==> config.mk <==
export PLATFORM = sky130hd
export DESIGN_NAME = bit_serializer
export DESIGN_NICKNAME = d
export VERILOG_FILES = /design/src/rtl/cpu_pkg.sv /design/src/rtl/bit_serializer.sv
export SDC_FILE = /design/constraint.sdc
export NUM_CORES = 1
export LEC_CHECK = 0
export BUFFER_PORTS_ARGS = -buffer_cell sky130_fd_sc_hd__buf_2
export CORE_MARGIN = 2
export CORE_UTILIZATION = 49
export DETAILED_ROUTE_END_ITERATION = 8
export GPL_ROUTABILITY_DRIVEN = 0
export PLACE_DENSITY = 0.83
export SKIP_LAST_GASP = 1
export SLEW_MARGIN = 0
export SYNTH_ARGS = -nofsm -noshare
export SYNTH_HDL_FRONTEND = slang
export SYNTH_SLANG_ARGS = --single-unit
export TNS_END_PERCENT = 1
==> constraint.sdc <==
create_clock -name clk -period 1.4 [get_ports clk]
set_input_delay 0.07 -clock clk [delete_from_list [all_inputs] [get_ports clk]]
set_output_delay 0.07 -clock clk [all_outputs]
set_load 0.02 [all_outputs]
==> src/rtl/cpu_pkg.sv <==
// Shared CPU datapath definitions used by the bit-serial transmitter and receiver.
package cpu_pkg;

  // Default register word width of the CPU datapath.
  localparam int WORD_WIDTH = 16;

  // Serializer control states: waiting for a word, or streaming one out.
  typedef enum logic {
    SER_IDLE  = 1'b0,
    SER_SHIFT = 1'b1
  } ser_state_t;

  // Width of a bit-index counter covering 0..width-1.
  // Never returns less than 1, so degenerate widths still give a legal vector.
  function automatic int ser_cnt_width(input int width);
    return (width > 1) ? $clog2(width) : 1;
  endfunction

endpackage

==> src/rtl/bit_serializer.sv <==
// Parallel-to-serial transmitter: takes a WIDTH-bit word over valid/ready and
// streams it out one bit per accepted transfer, flagging the final bit.
module bit_serializer
  import cpu_pkg::*;
#(
  parameter int WIDTH     = WORD_WIDTH,
  parameter bit LSB_FIRST = 1'b1
) (
  input  logic             clk,
  input  logic             rst_n,
  input  logic [WIDTH-1:0] in_data,
  input  logic             in_valid,
  output logic             in_ready,
  output logic             out_bit,
  output logic             out_valid,
  input  logic             out_ready,
  output logic             out_last,
  output logic             busy
);

  localparam int             CW       = ser_cnt_width(WIDTH);
  localparam logic [CW-1:0]  LAST_CNT = CW'(WIDTH - 1);

  ser_state_t       state_reg, state_next;
  logic [WIDTH-1:0] shreg_reg, shreg_next;
  logic [CW-1:0]    cnt_reg, cnt_next;

  logic [WIDTH-1:0] shreg_shifted;
  logic             bit_xfer;
  logic             word_take;

  // Shift toward the output end with zero fill; the output end depends on bit order.
  generate
    if (LSB_FIRST) begin : g_lsb_first
      assign shreg_shifted = {1'b0, shreg_reg[WIDTH-1:1]};
      assign out_bit       = shreg_reg[0];
    end else begin : g_msb_first
      assign shreg_shifted = {shreg_reg[WIDTH-2:0], 1'b0};
      assign out_bit       = shreg_reg[WIDTH-1];
    end
  endgenerate

  // Outputs decoded straight from registered state so in_data never reaches them.
  assign out_valid = (state_reg == SER_SHIFT);
  assign busy      = (state_reg == SER_SHIFT);
  assign out_last  = (state_reg == SER_SHIFT) && (cnt_reg == LAST_CNT);

  // A word can be taken when empty, or in the same cycle the final bit leaves;
  // held low during reset so nothing is accepted into a register being cleared.
  assign bit_xfer  = out_valid && out_ready;
  assign in_ready  = rst_n && ((state_reg == SER_IDLE) || (bit_xfer && out_last));
  assign word_take = in_valid && in_ready;

  // Next-state, shift-register and bit-counter update.
  always_comb begin
    state_next = state_reg;
    shreg_next = shreg_reg;
    cnt_next   = cnt_reg;

    unique case (state_reg)
      SER_IDLE: begin
        if (word_take) begin
          shreg_next = in_data;
          cnt_next   = '0;
          state_next = SER_SHIFT;
        end
      end

      SER_SHIFT: begin
        if (bit_xfer) begin
          if (out_last) begin
            // Final bit leaves: reload back-to-back or fall empty.
            cnt_next = '0;
            if (word_take) begin
              shreg_next = in_data;
              state_next = SER_SHIFT;
            end else begin
              shreg_next = '0;
              state_next = SER_IDLE;
            end
          end else begin
            shreg_next = shreg_shifted;
            cnt_next   = cnt_reg + CW'(1);
          end
        end
        // Without a transfer everything holds, so a stalled bit is neither lost nor repeated.
      end

      default: begin
        state_next = SER_IDLE;
        shreg_next = '0;
        cnt_next   = '0;
      end
    endcase
  end

  // State registers; reset discards any word in flight.
  always_ff @(posedge clk or negedge rst_n) begin
    if (!rst_n) begin
      state_reg <= SER_IDLE;
      shreg_reg <= '0;
      cnt_reg   <= '0;
    end else begin
      state_reg <= state_next;
      shreg_reg <= shreg_next;
      cnt_reg   <= cnt_next;
    end
  end

endmodule

==> results of run 1 <==
synth_stat cells, drive strengths merged, types with 2 or more instances:
master	instances
nand2	5
o31a	15
and3	32
mux2i	3
o32a	15
buf	9
dfrtp	21
inv	3
clkbuf	2
nand3	5
o22ai	2
and2	3
per-stage QoR:
step / instances / power (W) / setup TNS (ns)
2_1_floorplan: 122 / 0.00163 / -0.0115
3_3_place_gp: 175 / 0.00184 / 0
3_5_place_dp: 175 / 0.00192 / -0.443
4_1_cts: 185 / 0.00227 / -1.03
5_1_grt: 185 / 0.00242 / -1.75
6_report: 185 / 0.00228 / -0.978
worst min-delay path by stage:
stage,cells after the start,end,startpoint,slack [ns]
5_1_grt,3,shreg_reg[15],in_data[15],0.08
6_report,3,shreg_reg[15],in_data[15],0.1
3_3_place_gp,2,cnt_reg[2],rst_n,0.02
4_1_cts,3,shreg_reg[15],in_data[15],0.08
3_5_place_dp,2,cnt_reg[2],rst_n,0.02
2_1_floorplan,0,busy,rst_n,-0.23
power groups by stage:
stage / clock (W) / sequential (W) / combinational, W
finish: 0.000301 / 0.00101 / 0.000973
global route: 0.000331 / 0.00102 / 0.00107
CTS: 0.000308 / 0.000996 / 0.000969
detailed placement: 0 / 0.00101 / 0.000904
global placement: 0 / 0.000992 / 0.000850
floorplan: 0 / 0.000991 / 0.000637
worst min-delay path, delay by kind of cell:
kind	cells	cell delay (ns)
buffers and inverters	1	0.11
AO/OA/AOI/OAI	1	0.11
AND/OR/NAND/NOR	1	0.08
cells by family after synthesis:
family                     Yosys count  share of synthesized area
AOI/OAI and AO/OA                   34                      0.244
adders and majority gates            1                    0.00980
xor gates and xnor gates             2                     0.0137
DFF                                 21                      0.412
buffers and inverters               14                     0.0559
muxes                                3                     0.0235
and+or+nand+nor                     47                      0.241
metal layers:
layer | vias up | wire, um | global-route usage
li1 | 547 | - | -
met1 | 553 | 1460 | 0.303
met2 | 32 | 1580 | 0.401
met3 | 2 | 131 | 0.0269
met4 | 0 | 12 | 0.0732
met5 | - | 0 | 0
area by class of cell:
cell class	count	area [um2]
fill	201	881
multi-input combinational	87	697
sequential	21	527
timing repair buffer	40	297
tap	30	37.5
clock buffer	3	22.5
inverter	3	11.3
clock inverter	1	5.00
repair_timing:
item                                    in CTS  in global routing
endpoints found under the hold margin       21                  0
setup buffers                                5                  0
resized for setup                            5                  2
pin swaps                                    1                  1
hold buffers                                 1                  0
endpoints found under the setup margin      17                 17
==> flow_summary.toml, run 1 <==
[cells_and_area]
layout-drive-gt1-share = 0.387
final_area_um2 = 1600
largest_register_ffs = 16
synthToLayoutAreaGrowth_pct = 25.1
final_cell_mix = "and3_1, buf_2, dfrtp_1, o31a_1, o32a_1"
finish.utilization = 0.644
nets = 177
layout_commonest_cell = "and3_1"
n_antenna_cell = 0

[critical_path]
path_buf_inv = 1
cp.depth = 5
start_kind = "flip-flop"
crit_path_top_delay_cell = "dfrtp_1"
crit_end = "shreg_reg[7]"
rrSetupSlack_ns = -0.08
r2r_cells = 5
critPathKind = "flip-flop to flip-flop"
end_kind = "flip-flop"
critPathRequiredTime_ns = 1.61
cp_cell_sequence = "ha_4, nand3_4, buf_12, and3_2, o32a_1"
r2r_start = "cnt_reg[1]"
regToRegEndpoint = "shreg_reg[7]"
worstSetupStartpoint = "cnt_reg[1]"
worst_ep_arrival_time_ns = 1.69
worstPathMaxFanout = 13
critPathTopFamily = "flip-flops"
critPathMaxStageDelay_ns = 0.41

[yosys]
syn-mean-instance-area_um2 = 10.5
synth_top_area_cell = "dfrtp_1"
syn_nets = 143
synth-seq-area-share = 0.412
synth_cell_type_count = 27
yosys-top-cells-area = "dfrtp_1, o32a_1, and3_1, o31a_1, and3_2"
synth_edf_count = 0
synth_area_um2 = 1280
syn_inst = 122
ys_ff_latch = 21
synth_top_cell_area_share = 0.412
ys.flop_type = "dfrtp_1"
synth_warnings = 0
async_reset_ff_frac = 1.00

[status]
outcome = "complete, but fails checks"
violations = "negative setup slack"

[floorplan]
fp.dieH_um = 55.0
rows = 18
io_pins = 25
dieArea_um2 = 3030
die_w_um = 55.0
core_area_um2 = 2480
start_util = 0.515

[grt]
antenna_found_initial = 0
grt_pass1_vias = 1131
grt_max_degree = 22
grt_usage = 0.232
grt_overflow = 0
grt_pass1_wl_um = 5080

[route]
via_per_inst = 6.13
wl_um = 3180
vias = 1134
drtAntennaViolNets = 0
drt_iter0_markers = 36
avgRoutedWirePerCell_um = 17.2
dr.pass1.iters = 4
drc_errors = 0

[power]
switching_share = 0.334
clockPowerShare = 0.132
irDropWorstVdd_uv = 966
pwr-share-comb = 0.426
leakage_nw = 0.737
seq_power_share = 0.442
intPower_w = 0.00152
p_sw_w = 0.000761
powerDensity_nw_per_um2 = 1430

[sta]
rsz0062_at_grt = "true"
timing.final.crit_share = 1.06
timing.final.ws_setup_ns = -0.0833
setup_viol = 16
holdWs_ns = 0.0966
skew_ns = 0.0137
final_max_slew_viol_count = 0
max-slew-margin-rel = 0.622
finalHoldViolations = 0
tightest_slew_ns = 0.566
fmax_mhz = 674
min_period_ns = 1.48

[job]
cap_violations = 0

[place]
portBuffers = 24
dpl_cell_area_um2 = 1490
dp_hpwl_um = 2120
pre_cts_ws_ns = -0.0607

[clock_tree]
cts_tree = "done"
clock_latency_ns = 0.31
path_clk_slew_ns = 0.13
cts_root_buf = "clkbuf_4"
clock_tree.buffer_depth = 2
numCtsBuffers = 3
cts.sinks = 21
htree_levels = 1

[min_path]
hp-class = "input port to flip-flop"
Power figures use the tool's default switching activity.
==> run 2, diff against run 1 <==
--- a/config.mk
+++ b/config.mk
@@ -7,10 +7,10 @@
 export LEC_CHECK = 0
 export BUFFER_PORTS_ARGS = -buffer_cell sky130_fd_sc_hd__buf_2
 export CORE_MARGIN = 2
-export CORE_UTILIZATION = 49
+export CORE_UTILIZATION = 50
 export DETAILED_ROUTE_END_ITERATION = 8
 export GPL_ROUTABILITY_DRIVEN = 0
-export PLACE_DENSITY = 0.83
+export PLACE_DENSITY = 0.81
 export SKIP_LAST_GASP = 1
 export SLEW_MARGIN = 0
 export SYNTH_ARGS = -nofsm -noshare
==> constraint.sdc (replaced) <==
create_clock -name clk -period 1.82 [get_ports clk]
set_input_delay 0.091 -clock clk [delete_from_list [all_inputs] [get_ports clk]]
set_output_delay 0.091 -clock clk [all_outputs]
set_load 0.02 [all_outputs]
==> flow_summary.toml, run 2 (synthesis results as in run 1) <==
[critical_path]
end_kind = "output pin"
start_kind = "flip-flop"
cp_cell_sequence = "ha_2, nand3_4, nand2_1, and3_1, buf_2"
worst_ep_arrival_time_ns = 1.59
critPathMaxStageDelay_ns = 0.41
crit_path_top_delay_cell = "dfrtp_1"
rrSetupSlack_ns = 0.29
worstPathMaxFanout = 18
critPathKind = "flip-flop to output pin"
critPathRequiredTime_ns = 1.73

[sta]
skew_ns = 0.00646
final_max_slew_viol_count = 0
finalHoldViolations = 0
tightest_slew_ns = 0.561
rsz0062_at_grt = "false"
min_period_ns = 1.68
timing.final.ws_setup_ns = 0.142
fmax_mhz = 596
timing.final.crit_share = 0.922
holdWs_ns = 0.111
fin_tns_setup_ns = 0
setup_viol = 0
max-slew-margin-rel = 0.626

[route]
avgRoutedWirePerCell_um = 16.1
dr.pass1.iters = 4
vias = 1099
drt_iter0_markers = 23
drtAntennaViolNets = 0
drc_errors = 0
via_per_inst = 6.24
wl_um = 2830

[clock_tree]
cts_root_buf = "clkbuf_4"
path_clk_slew_ns = 0.11
clock_tree.buffer_depth = 2
numCtsBuffers = 3
cts.sinks = 21
cts_tree = "done"
htree_levels = 1
clock_latency_ns = 0.31

[cells_and_area]
nets = 168
layout-drive-gt1-share = 0.322
n_antenna_cell = 0
finish.utilization = 0.594
layout_commonest_cell = "buf_2"
largest_register_ffs = 16
synthToLayoutAreaGrowth_pct = 14.2
final_cell_mix = "buf_2, and3_1, dfrtp_1, o31a_1, o32a_1"

[power]
leakage_nw = 0.668
irDropWorstVdd_uv = 713
powerDensity_nw_per_um2 = 1110

[place]
pre_cts_ws_ns = 0.281
portBuffers = 24
dp_hpwl_um = 2000

[status]
outcome = "finished, final reports clean"

[job]
cap_violations = 0

[floorplan]
rows = 18
die_w_um = 54.5
core_area_um2 = 2450
fp.dieH_um = 54.5
io_pins = 25
start_util = 0.520
dieArea_um2 = 2970

[min_path]
hp-class = "input port to flip-flop"

[grt]
grt_max_degree = 31
antenna_found_initial = 0
grt_overflow = 0
grt_pass1_wl_um = 4700
grt_usage = 0.219
grt_pass1_vias = 1042
-- run 2: through the flow --
| stage | std cells | power, W | cell area, um2 |
|---|---|---|---|
| after detailed placement | 171 | 0.00139 | 1420 |
| after global routing | 176 | 0.00173 | 1460 |
| final | 176 | 0.00161 | 1460 |
| after CTS | 176 | 0.00162 | 1460 |
| after global placement | 171 | 0.00135 | 1420 |
| after floorplan | 122 | 0.00123 | 1280 |
-- run 2: path summary, 6_finish.rpt --
check | startpoint | end | cells past startpoint
worst min-delay path | in_data[15] | shreg_reg[15] | 3
min in group asynchronous | rst_n | cnt_reg[2] | 3
worst min register to register | shreg_reg[13] | shreg_reg[13] | 1
max in group asynchronous | rst_n | shreg_reg[3] | 3
worst max-delay path | cnt_reg[0] | in_ready | 5
worst max register to register | cnt_reg[0] | shreg_reg[3] | 4
-- run 2: power breakdown --
part           switching (W)  internal, W
Combinational       0.000262     0.000353
Sequential          0.000121     0.000643
Clock               0.000148    0.0000858
-- run 2: cell type report --
cell class | instances | area (um2)
clock buffers | 4 | 26.3
fillers | 218 | 997
inverters | 3 | 11.3
multi-input cells | 87 | 682
flip-flops and latches | 21 | 526
well taps | 30 | 37.5
repair buffers | 31 | 175
-- run 2: timing repair --
action                                  CTS  global route
buffers inserted                          0             0
resized for setup                         0             1
endpoints found under the setup margin    0             1
endpoints found under the hold margin    21             0
hold buffers                              1             0
-- run 2: per-layer routing --
| layer | vias to the layer above | track usage | wire length (um) |
|---|---|---|---|
| li1 | 534 | - | - |
| met1 | 535 | 0.290 | 1330 |
| met2 | 26 | 0.359 | 1340 |
| met3 | 4 | 0.0246 | 123 |
| met4 | 0 | 0.100 | 36 |
| met5 | - | 0 | 0 |
-- run 2: critical path, delay by kind of cell, from the launching register on --
family / cells / cell delay [ns]
simple gates: 3 / 0.46
fa+ha+maj: 1 / 0.24
buf+inv: 1 / 0.16
flops: 1 / 0.41
==> run 3, diff against run 2 <==
--- a/config.mk
+++ b/config.mk
@@ -6,11 +6,12 @@
 export NUM_CORES = 1
 export LEC_CHECK = 0
 export BUFFER_PORTS_ARGS = -buffer_cell sky130_fd_sc_hd__buf_2
+export CORE_ASPECT_RATIO = 0.6
 export CORE_MARGIN = 2
 export CORE_UTILIZATION = 50
 export DETAILED_ROUTE_END_ITERATION = 8
 export GPL_ROUTABILITY_DRIVEN = 0
-export PLACE_DENSITY = 0.81
+export PLACE_DENSITY = 0.76
 export SKIP_LAST_GASP = 1
 export SLEW_MARGIN = 0
 export SYNTH_ARGS = -nofsm -noshare
==> flow_summary.toml, run 3 (synthesis results as in run 1) <==
[floorplan]
die_w_um = 69.2
rows = 14
dieArea_um2 = 2990
core_area_um2 = 2470
io_pins = 25
fp.dieH_um = 43.1
start_util = 0.517

[route]
vias = 1118
drt_iter0_markers = 74
via_per_inst = 6.28
dr.pass1.iters = 4
drtAntennaViolNets = 0
wl_um = 3130
avgRoutedWirePerCell_um = 17.6
drc_errors = 0

[clock_tree]
path_clk_slew_ns = 0.08
cts.sinks = 21
htree_levels = 1
cts_tree = "done"
clock_tree.buffer_depth = 2
numCtsBuffers = 3
cts_root_buf = "clkbuf_8"
clock_latency_ns = 0.27

[critical_path]
critPathRequiredTime_ns = 1.73
worstPathMaxFanout = 18
critPathMaxStageDelay_ns = 0.41
crit_path_top_delay_cell = "dfrtp_1"
worst_ep_arrival_time_ns = 1.57
critPathKind = "flip-flop to output pin"
cp_cell_sequence = "ha_1, nand3_4, nand2_1, and3_1, buf_2"
start_kind = "flip-flop"
end_kind = "output pin"

[sta]
finalHoldViolations = 0
tightest_slew_ns = 0.580
min_period_ns = 1.66
setup_viol = 0
fin_tns_setup_ns = 0
holdWs_ns = 0.168
final_max_slew_viol_count = 0
timing.final.crit_share = 0.914
max-slew-margin-rel = 0.613
skew_ns = 0.00830
fmax_mhz = 601
rsz0062_at_grt = "false"

[grt]
grt_usage = 0.232
top_usage_layer = "met2"
use_met1 = 0.321
use_met3 = 0.0570
antenna_found_initial = 0
grt_max_degree = 28
grt_overflow = 0
grt_pass1_vias = 1104
grt_pass1_wl_um = 5460
grt_util_met2 = 0.365

[power]
powerDensity_nw_per_um2 = 1150
irDropWorstVdd_uv = 704
p_total_w = 0.00171
leakage_nw = 0.680
clockPowerShare = 0.185
seq_power_share = 0.452
intPower_w = 0.00115
switching_share = 0.327
p_sw_w = 0.000559
pwr-share-comb = 0.363

[cells_and_area]
layout-drive-gt1-share = 0.322
n_antenna_cell = 0
nets = 168
synthToLayoutAreaGrowth_pct = 15.8
largest_register_ffs = 16
layout_commonest_cell = "buf_2"
final_cell_mix = "buf_2, and3_1, dfrtp_1, o31a_1, o32a_1"

[job]
cap_violations = 0

[place]
portBuffers = 24
dp_hpwl_um = 2130

[min_path]
hp-class = "input port to flip-flop"

[status]
outcome = "finished, final reports clean"
## run 3: layer usage
| metal | routed length (um) | part of all wire | vias up |
|---|---|---|---|
| met5 | 0 | 0 | - |
| met4 | 41 | 0.013 | 0 |
| met3 | 136 | 0.043 | 4 |
| met2 | 1410 | 0.45 | 36 |
| met1 | 1550 | 0.49 | 547 |
| li1 | - | - | 531 |
## run 3: through the flow
stage                     worst slack [ns]  utilization  instances  area (um2)
after CTS                            0.162        0.598        178        1480
after global placement               0.334        0.575        173        1420
final                                0.156        0.598        178        1480
after floorplan                      0.283            -        122        1280
after global routing                0.0591        0.598        178        1480
after detailed placement             0.264        0.575        173        1420
## run 3: timing repair
action,in CTS,in global routing
endpoints found under the hold margin,21,0
setup buffers,0,0
hold buffers,1,0
resized for setup,0,0
## run 3: worst paths after layout
kind	startpoint	depth (start not counted)	endpoint	slack (ns)
setup / recovery	cnt_reg[0]	5	in_ready	0.16
hold / removal	in_data[15]	3	shreg_reg[15]	0.17
setup reg to reg	cnt_reg[0]	4	shreg_reg[6]	0.24
hold reg to reg	shreg_reg[11]	1	shreg_reg[11]	0.50
max in group asynchronous	rst_n	3	shreg_reg[10]	1.21
min in group asynchronous	rst_n	3	cnt_reg[0]	0.38
## run 3: cell type report
class                   count  area [um2]
clock buffers               3        41.3
well taps                  32        40.0
inverters                   3        11.3
flip-flops and latches     21         526
repair buffers             31         175
multi-input cells          87         679
clock inverters             1        5.00
fillers                   237         992
## run 3: worst max-delay path: cells and delay by family (launching register included)
kind	cells	cell delay, ns
fa+ha+maj	1	0.25
buf+inv	1	0.16
flops	1	0.41
simple gates	3	0.49
## run 3: power groups by stage
| stage | Combinational (W) | Clock, W | Sequential [W] |
|---|---|---|---|
| floorplan | 0.000476 | 0 | 0.000755 |
| CTS | 0.000625 | 0.000324 | 0.000767 |
| global route | 0.000690 | 0.000339 | 0.000791 |
| finish | 0.000620 | 0.000315 | 0.000770 |
| global placement | 0.000595 | 0 | 0.000766 |
| detailed placement | 0.000618 | 0 | 0.000776 |
